File: src/rtl/axil_app_arbiter.sv
`default_nettype none
// ============================================================================
// Module   : axil_app_arbiter
// Brief    : Round-robin arbiter sharing the axis_lite_m application port
//            among NUM_REQ requesters, with a per-transaction watchdog.
// Revision : 1.0 - initial release
// ============================================================================
module axil_app_arbiter #(
    parameter int NUM_REQ = 4,
    parameter int ADDR_W  = 32,
    parameter int DATA_W  = 32,
    parameter int TIMEOUT = 1024
) (
    input  logic                      aclk,
    input  logic                      aresetn,
    input  logic [NUM_REQ-1:0]        req_valid,
    input  logic [NUM_REQ-1:0]        req_we,
    input  logic [NUM_REQ*ADDR_W-1:0] req_addr,
    input  logic [NUM_REQ*DATA_W-1:0] req_wdata,
    output logic [NUM_REQ-1:0]        req_ready,
    output logic [NUM_REQ-1:0]        rsp_valid,
    output logic [DATA_W-1:0]         rsp_rdata,
    output logic                      rsp_err,
    output logic [ADDR_W-1:0]         app_waddr,
    output logic [DATA_W-1:0]         app_wdata,
    output logic                      app_wen,
    input  logic                      app_wdone,
    output logic [ADDR_W-1:0]         app_raddr,
    output logic                      app_ren,
    input  logic [DATA_W-1:0]         app_rdata,
    input  logic                      app_rdone,
    output logic                      busy
);

    localparam int IDX_W  = $clog2(NUM_REQ);
    localparam int CAND_W = IDX_W + 1;
    localparam int WDOG_W = (TIMEOUT > 1) ? $clog2(TIMEOUT) : 1;
    localparam logic [WDOG_W-1:0] c_wdog_last = WDOG_W'((TIMEOUT > 0) ? TIMEOUT - 1 : 0);
    localparam logic [IDX_W-1:0]  c_last_idx  = IDX_W'(NUM_REQ - 1);

    typedef enum logic [1:0] {
        S_IDLE  = 2'd0,
        S_ISSUE = 2'd1,
        S_WAIT  = 2'd2,
        S_RESP  = 2'd3
    } state_t;

    state_t              r_state;
    state_t              w_state_next;
    logic [IDX_W-1:0]    r_gnt;
    logic [IDX_W-1:0]    r_rr_ptr;
    logic [IDX_W-1:0]    w_win;
    logic [CAND_W-1:0]   w_cand;
    logic                w_any;
    logic                r_we;
    logic [WDOG_W-1:0]   r_wdog;
    logic [DATA_W-1:0]   r_rdata;
    logic                r_err;
    logic [ADDR_W-1:0]   r_app_waddr;
    logic [DATA_W-1:0]   r_app_wdata;
    logic [ADDR_W-1:0]   r_app_raddr;
    logic                w_done;
    logic                w_expire;

    // Search from r_rr_ptr upward with wrap; first requester found wins.
    always_comb begin
        w_any  = 1'b0;
        w_win  = r_rr_ptr;
        w_cand = '0;
        for (int k = 0; k < NUM_REQ; k++) begin
            w_cand = {1'b0, r_rr_ptr} + CAND_W'(k);
            if (w_cand >= CAND_W'(NUM_REQ)) begin
                w_cand = w_cand - CAND_W'(NUM_REQ);
            end
            if (!w_any && req_valid[w_cand[IDX_W-1:0]]) begin
                w_any = 1'b1;
                w_win = w_cand[IDX_W-1:0];
            end
        end
    end

    // Only the done matching the request type counts; a done wins over expiry.
    assign w_done   = r_we ? app_wdone : app_rdone;
    assign w_expire = (TIMEOUT != 0) && (r_wdog == c_wdog_last);

    always_ff @(posedge aclk or negedge aresetn) begin
        if (!aresetn) begin
            r_state <= S_IDLE;
        end else begin
            r_state <= w_state_next;
        end
    end

    always_comb begin
        w_state_next = r_state;
        req_ready    = '0;
        rsp_valid    = '0;
        rsp_rdata    = '0;
        rsp_err      = 1'b0;
        app_wen      = 1'b0;
        app_ren      = 1'b0;
        busy         = (r_state != S_IDLE);
        case (r_state)
            S_IDLE: begin
                if (w_any) begin
                    w_state_next = S_ISSUE;
                end
            end
            S_ISSUE: begin
                req_ready[r_gnt] = 1'b1;
                app_wen          = r_we;
                app_ren          = !r_we;
                w_state_next     = S_WAIT;
            end
            S_WAIT: begin
                if (w_done || w_expire) begin
                    w_state_next = S_RESP;
                end
            end
            S_RESP: begin
                rsp_valid[r_gnt] = 1'b1;
                rsp_rdata        = r_rdata;
                rsp_err          = r_err;
                w_state_next     = S_IDLE;
            end
            default: w_state_next = S_IDLE;
        endcase
    end

    always_ff @(posedge aclk or negedge aresetn) begin
        if (!aresetn) begin
            r_gnt       <= '0;
            r_rr_ptr    <= '0;
            r_we        <= 1'b0;
            r_wdog      <= '0;
            r_rdata     <= '0;
            r_err       <= 1'b0;
            r_app_waddr <= '0;
            r_app_wdata <= '0;
            r_app_raddr <= '0;
        end else begin
            case (r_state)
                S_IDLE: begin
                    if (w_any) begin
                        r_gnt <= w_win;
                        r_we  <= req_we[w_win];
                        if (req_we[w_win]) begin
                            r_app_waddr <= req_addr[w_win*ADDR_W +: ADDR_W];
                            r_app_wdata <= req_wdata[w_win*DATA_W +: DATA_W];
                        end else begin
                            r_app_raddr <= req_addr[w_win*ADDR_W +: ADDR_W];
                        end
                    end
                end
                S_ISSUE: begin
                    r_rr_ptr <= (r_gnt == c_last_idx) ? '0 : r_gnt + 1'b1;
                    r_wdog   <= '0;
                end
                S_WAIT: begin
                    r_wdog <= r_wdog + 1'b1;
                    if (w_done) begin
                        r_err   <= 1'b0;
                        r_rdata <= r_we ? '0 : app_rdata;
                    end else if (w_expire) begin
                        r_err   <= 1'b1;
                        r_rdata <= '0;
                    end
                end
                default: begin
                end
            endcase
        end
    end

    assign app_waddr = r_app_waddr;
    assign app_wdata = r_app_wdata;
    assign app_raddr = r_app_raddr;

endmodule
`default_nettype wire

File: config.mk
export PLATFORM = sky130hd
export DESIGN_NAME = axil_app_arbiter
export DESIGN_NICKNAME = d
export VERILOG_FILES = /design/src/rtl/axil_app_arbiter.sv
export SDC_FILE = /design/constraint.sdc
export NUM_CORES = 1
export LEC_CHECK = 0
export BUFFER_PORTS_ARGS = -buffer_cell sky130_fd_sc_hd__buf_2
export CORE_AREA = 4 4 171 173
export CTS_BUF_LIST = sky130_fd_sc_hd__clkbuf_4
export DETAILED_ROUTE_END_ITERATION = 6
export DIE_AREA = 0 0 175 177
export SLEW_MARGIN = 20
export SYNTH_ARGS = -nofsm -noshare
export SYNTH_HDL_FRONTEND = slang
export SYNTH_SLANG_ARGS = --single-unit
File: constraint.sdc
create_clock -name aclk -period 6.4 [get_ports aclk]
set_clock_uncertainty 0.2 [all_clocks]
set_input_delay 1.28 -clock aclk [delete_from_list [all_inputs] [get_ports aclk]]
set_output_delay 1.28 -clock aclk [all_outputs]
set_load 0.05 [all_outputs]
==> impl_metrics.json <==
{
  "worst_margin_slew_ns": 1.08,
  "clk_pin_slew_worst_paths_ns": 0.15,
  "fp-row-count": 61,
  "timing.hold.ws_ns": 0.274,
  "postRouteAntennaNets": 0,
  "crit_required_ns": 6.61,
  "filler_cell_count_in_the_final_layout": 2830,
  "final_hold_fails": 0,
  "post-synth-top-count-cell": "mux2i_1",
  "drcViolationCount": 0,
  "max_clock_freq_ghz": 0.273,
  "dr.pass1.iters": 4,
  "floorplan.die.height_um": 177,
  "cpMaxStageDelayCell": "o22a_4",
  "cellPowerDensity_nw_per_um2": 533,
  "power.ir.vdd_worst_v": 0.000287,
  "cts_htree_levels": 4,
  "route.final.wire_length_um": 25900,
  "grt_pass1_vias": 7310,
  "number_of_flops_mapped_to_enable_cells_by_yosys": 0,
  "floorplan.initialDensity_pct": 29.7,
  "place_hpwl_um": 20000,
  "timing.final.crit_share_pct": 57.1,
  "max_clock_buf_depth": 2,
  "wire_length_of_the_first_global_routing_pass_um": 39900,
  "antenna_found_initial": 4,
  "maxCapViolCount": 0,
  "synth.distinct_cells": 33,
  "numPortBuffers": 439,
  "gp_congestion": 0.846,
  "layout-drive-gt1-share_pct": 46.2,
  "grtUsageTotal_pct": 16.2,
  "critical-path-max-stage-delay_ns": 0.85,
  "total_power_w": 0.00588,
  "design.final.nets": 1448,
  "pleak_nw": 6.00,
  "synth.avg_cell_area_um2": 11.4,
  "synthArstFlopShare_pct": 100,
  "setup.worst_path.class": "in -> reg",
  "synth.ff_latch_count": 146,
  "timing.setup.tns_ns": 0,
  "fin_crit_ns": 3.66,
  "crit_path_end_kind": "flip-flop",
  "die_width_um": 175,
  "drtIter0Drc": 309,
  "clk_latency_ns": 0.51,
  "synthTopCellsByCount": "194 x mux2i_1, 146 x dfrtp_1, 77 x nand2_1",
  "die_area_um2": 31000,
  "core_area_um2": 27600,
  "grt_max_degree": 129,
  "synth_top_area_share_pct": 44.5,
  "clock_sink_count": 146,
  "hold_class": "reg -> reg",
  "postCtsSetupBuffers": 0,
  "critPathLaunchType": "primary input",
  "cp.arrival_ns": 3.86,
  "postSynthNetCount": 1031,
  "crit_chain": "buf_2 > nor2b_1 > nor2_1 > a2bb2oi_4 > buf_4 > mux2i_1 > o22a_4 > mux2_2",
  "ys.flop_type": "dfrtp_1",
  "syn_inst": 722,
  "slew-limit-headroom_pct": 28.3,
  "final-setup-viol-count": 0,
  "tritoncts_clock_tree": "yes",
  "seq_area_frac_synth_pct": 44.5,
  "grt_overflow": 0,
  "cts-hold-fix-buffers": 0,
  "timing_max_transition_violations_final": 0,
  "cts-buffers-inserted": 17,
  "post-synth-top-area-cell": "dfrtp_1",
  "drt-wirelength-per-cell_um": 16.9,
  "area_growth_syn_to_fin_pct": 34.7,
  "rsz_0062_raised_after_global_routing": "false",
  "top_level_ports": 440,
  "synthesis.yosys.warnings": 0,
  "synth.top_cells.by_area": "dfrtp_1 45%, mux2i_1 24%, mux2_1 6.7%, mux2_2 6.7%, nand2_1 3.5%",
  "vias_per_cell": 4.53,
  "vias": 6942,
  "run_status": "finished clean",
  "syn_area_um2": 8200,
  "cts.repair.resized": 0,
  "cts_root_buf": "clkbuf_4",
  "critical_path_peak_fanout": 65
}
-- cells in the final DEF, fill, tap and decap left out, drive strengths merged, types with 11 or more instances in the layout --
cell type and instances:
and2 42, buf 446, clkbuf 17, dfrtp 146, inv 19, mux2 98, mux2i 194, nand2 77
nand3 40, nor2 11
-- kinds of logic after synthesis --
logic type	Yosys count	share of synthesized area, %
multiplexers	292	37.1
XOR/XNOR	5	0.534
AND/OR/NAND/NOR	184	10.7
buffers and inverters	62	3.66
adder cells (fa/ha/maj)	9	1.37
AO/OA/AOI/OAI	24	2.04
flip-flops	146	44.5
-- worst max-delay path, delay by kind of cell --
family                 cells  cell delay, ns
and+or+nand+nor            2            0.28
AOI/OAI and AO/OA          2            0.98
muxes                      2            0.77
buffers and inverters      2            0.51
-- worst paths after layout --
| check | end | startpoint | slack (ns) | cells past startpoint |
|---|---|---|---|---|
| max | app_wdata[21] | req_valid[2] | 2.74 | 8 |
| min | r_rdata[5] | r_rdata[5] | 0.27 | 2 |
| max reg2reg | app_wdata[21] | r_rr_ptr[0] | 3.13 | 7 |
| min reg2reg | r_rdata[5] | r_rdata[5] | 0.27 | 2 |
| max in group asynchronous | app_wdata[15] | aresetn | 4.14 | 2 |
| min in group asynchronous | r_rdata[7] | aresetn | 0.61 | 1 |
-- metal layers --
metal	vias up	wire length (um)	track usage, %
met3	24	2010	5.30
li1	3363	-	-
met5	-	12	0
met2	241	13200	29.0
met4	2	361	3.93
met1	3312	10300	18.8
-- through the flow --
stage / worst slack (ns) / cell area, um2 / utilization (%) / instances
after global routing: 2.59 / 11000 / 40.0 / 1532
after floorplan: 3.26 / 8200 / - / 722
after detailed placement: 2.13 / 10700 / 38.8 / 1498
after global placement: 2.23 / 10700 / 38.8 / 1498
final: 2.74 / 11000 / 40.0 / 1532
after CTS: 2.40 / 11000 / 40.0 / 1529
-- power by group --
group | total (W) | switching [W] | leakage (nW) | internal (W)
Clock | 0.000647 | 0.000371 | 0.163 | 0.000277
Combinational | 0.00366 | 0.00249 | 4.06 | 0.00117
Sequential | 0.00158 | 0.000228 | 1.78 | 0.00135
Total | 0.00588 | 0.00309 | 6.00 | 0.00280
-- flip-flops by register name (all words and copies together) (netlist names) --
name	count
r_gnt	2
r_state	2
app_waddr	32
r_rdata	32
app_raddr	32
r_rr_ptr	2
r_err	1
r_wdog	10
app_wdata	32
r_we	1
-- cell type report --
cell class,instances,area [um2],area share (%)
inverters,14,52.6,0.476
diodes,3,7.51,0.0679
clock inverters,14,179,1.62
flip-flops and latches,146,3650,33.1
multi-input cells,514,4290,38.8
clock buffers,17,128,1.16
well taps,378,473,4.28
repair buffers,446,2270,20.5
(Power assumes the default switching activity.)
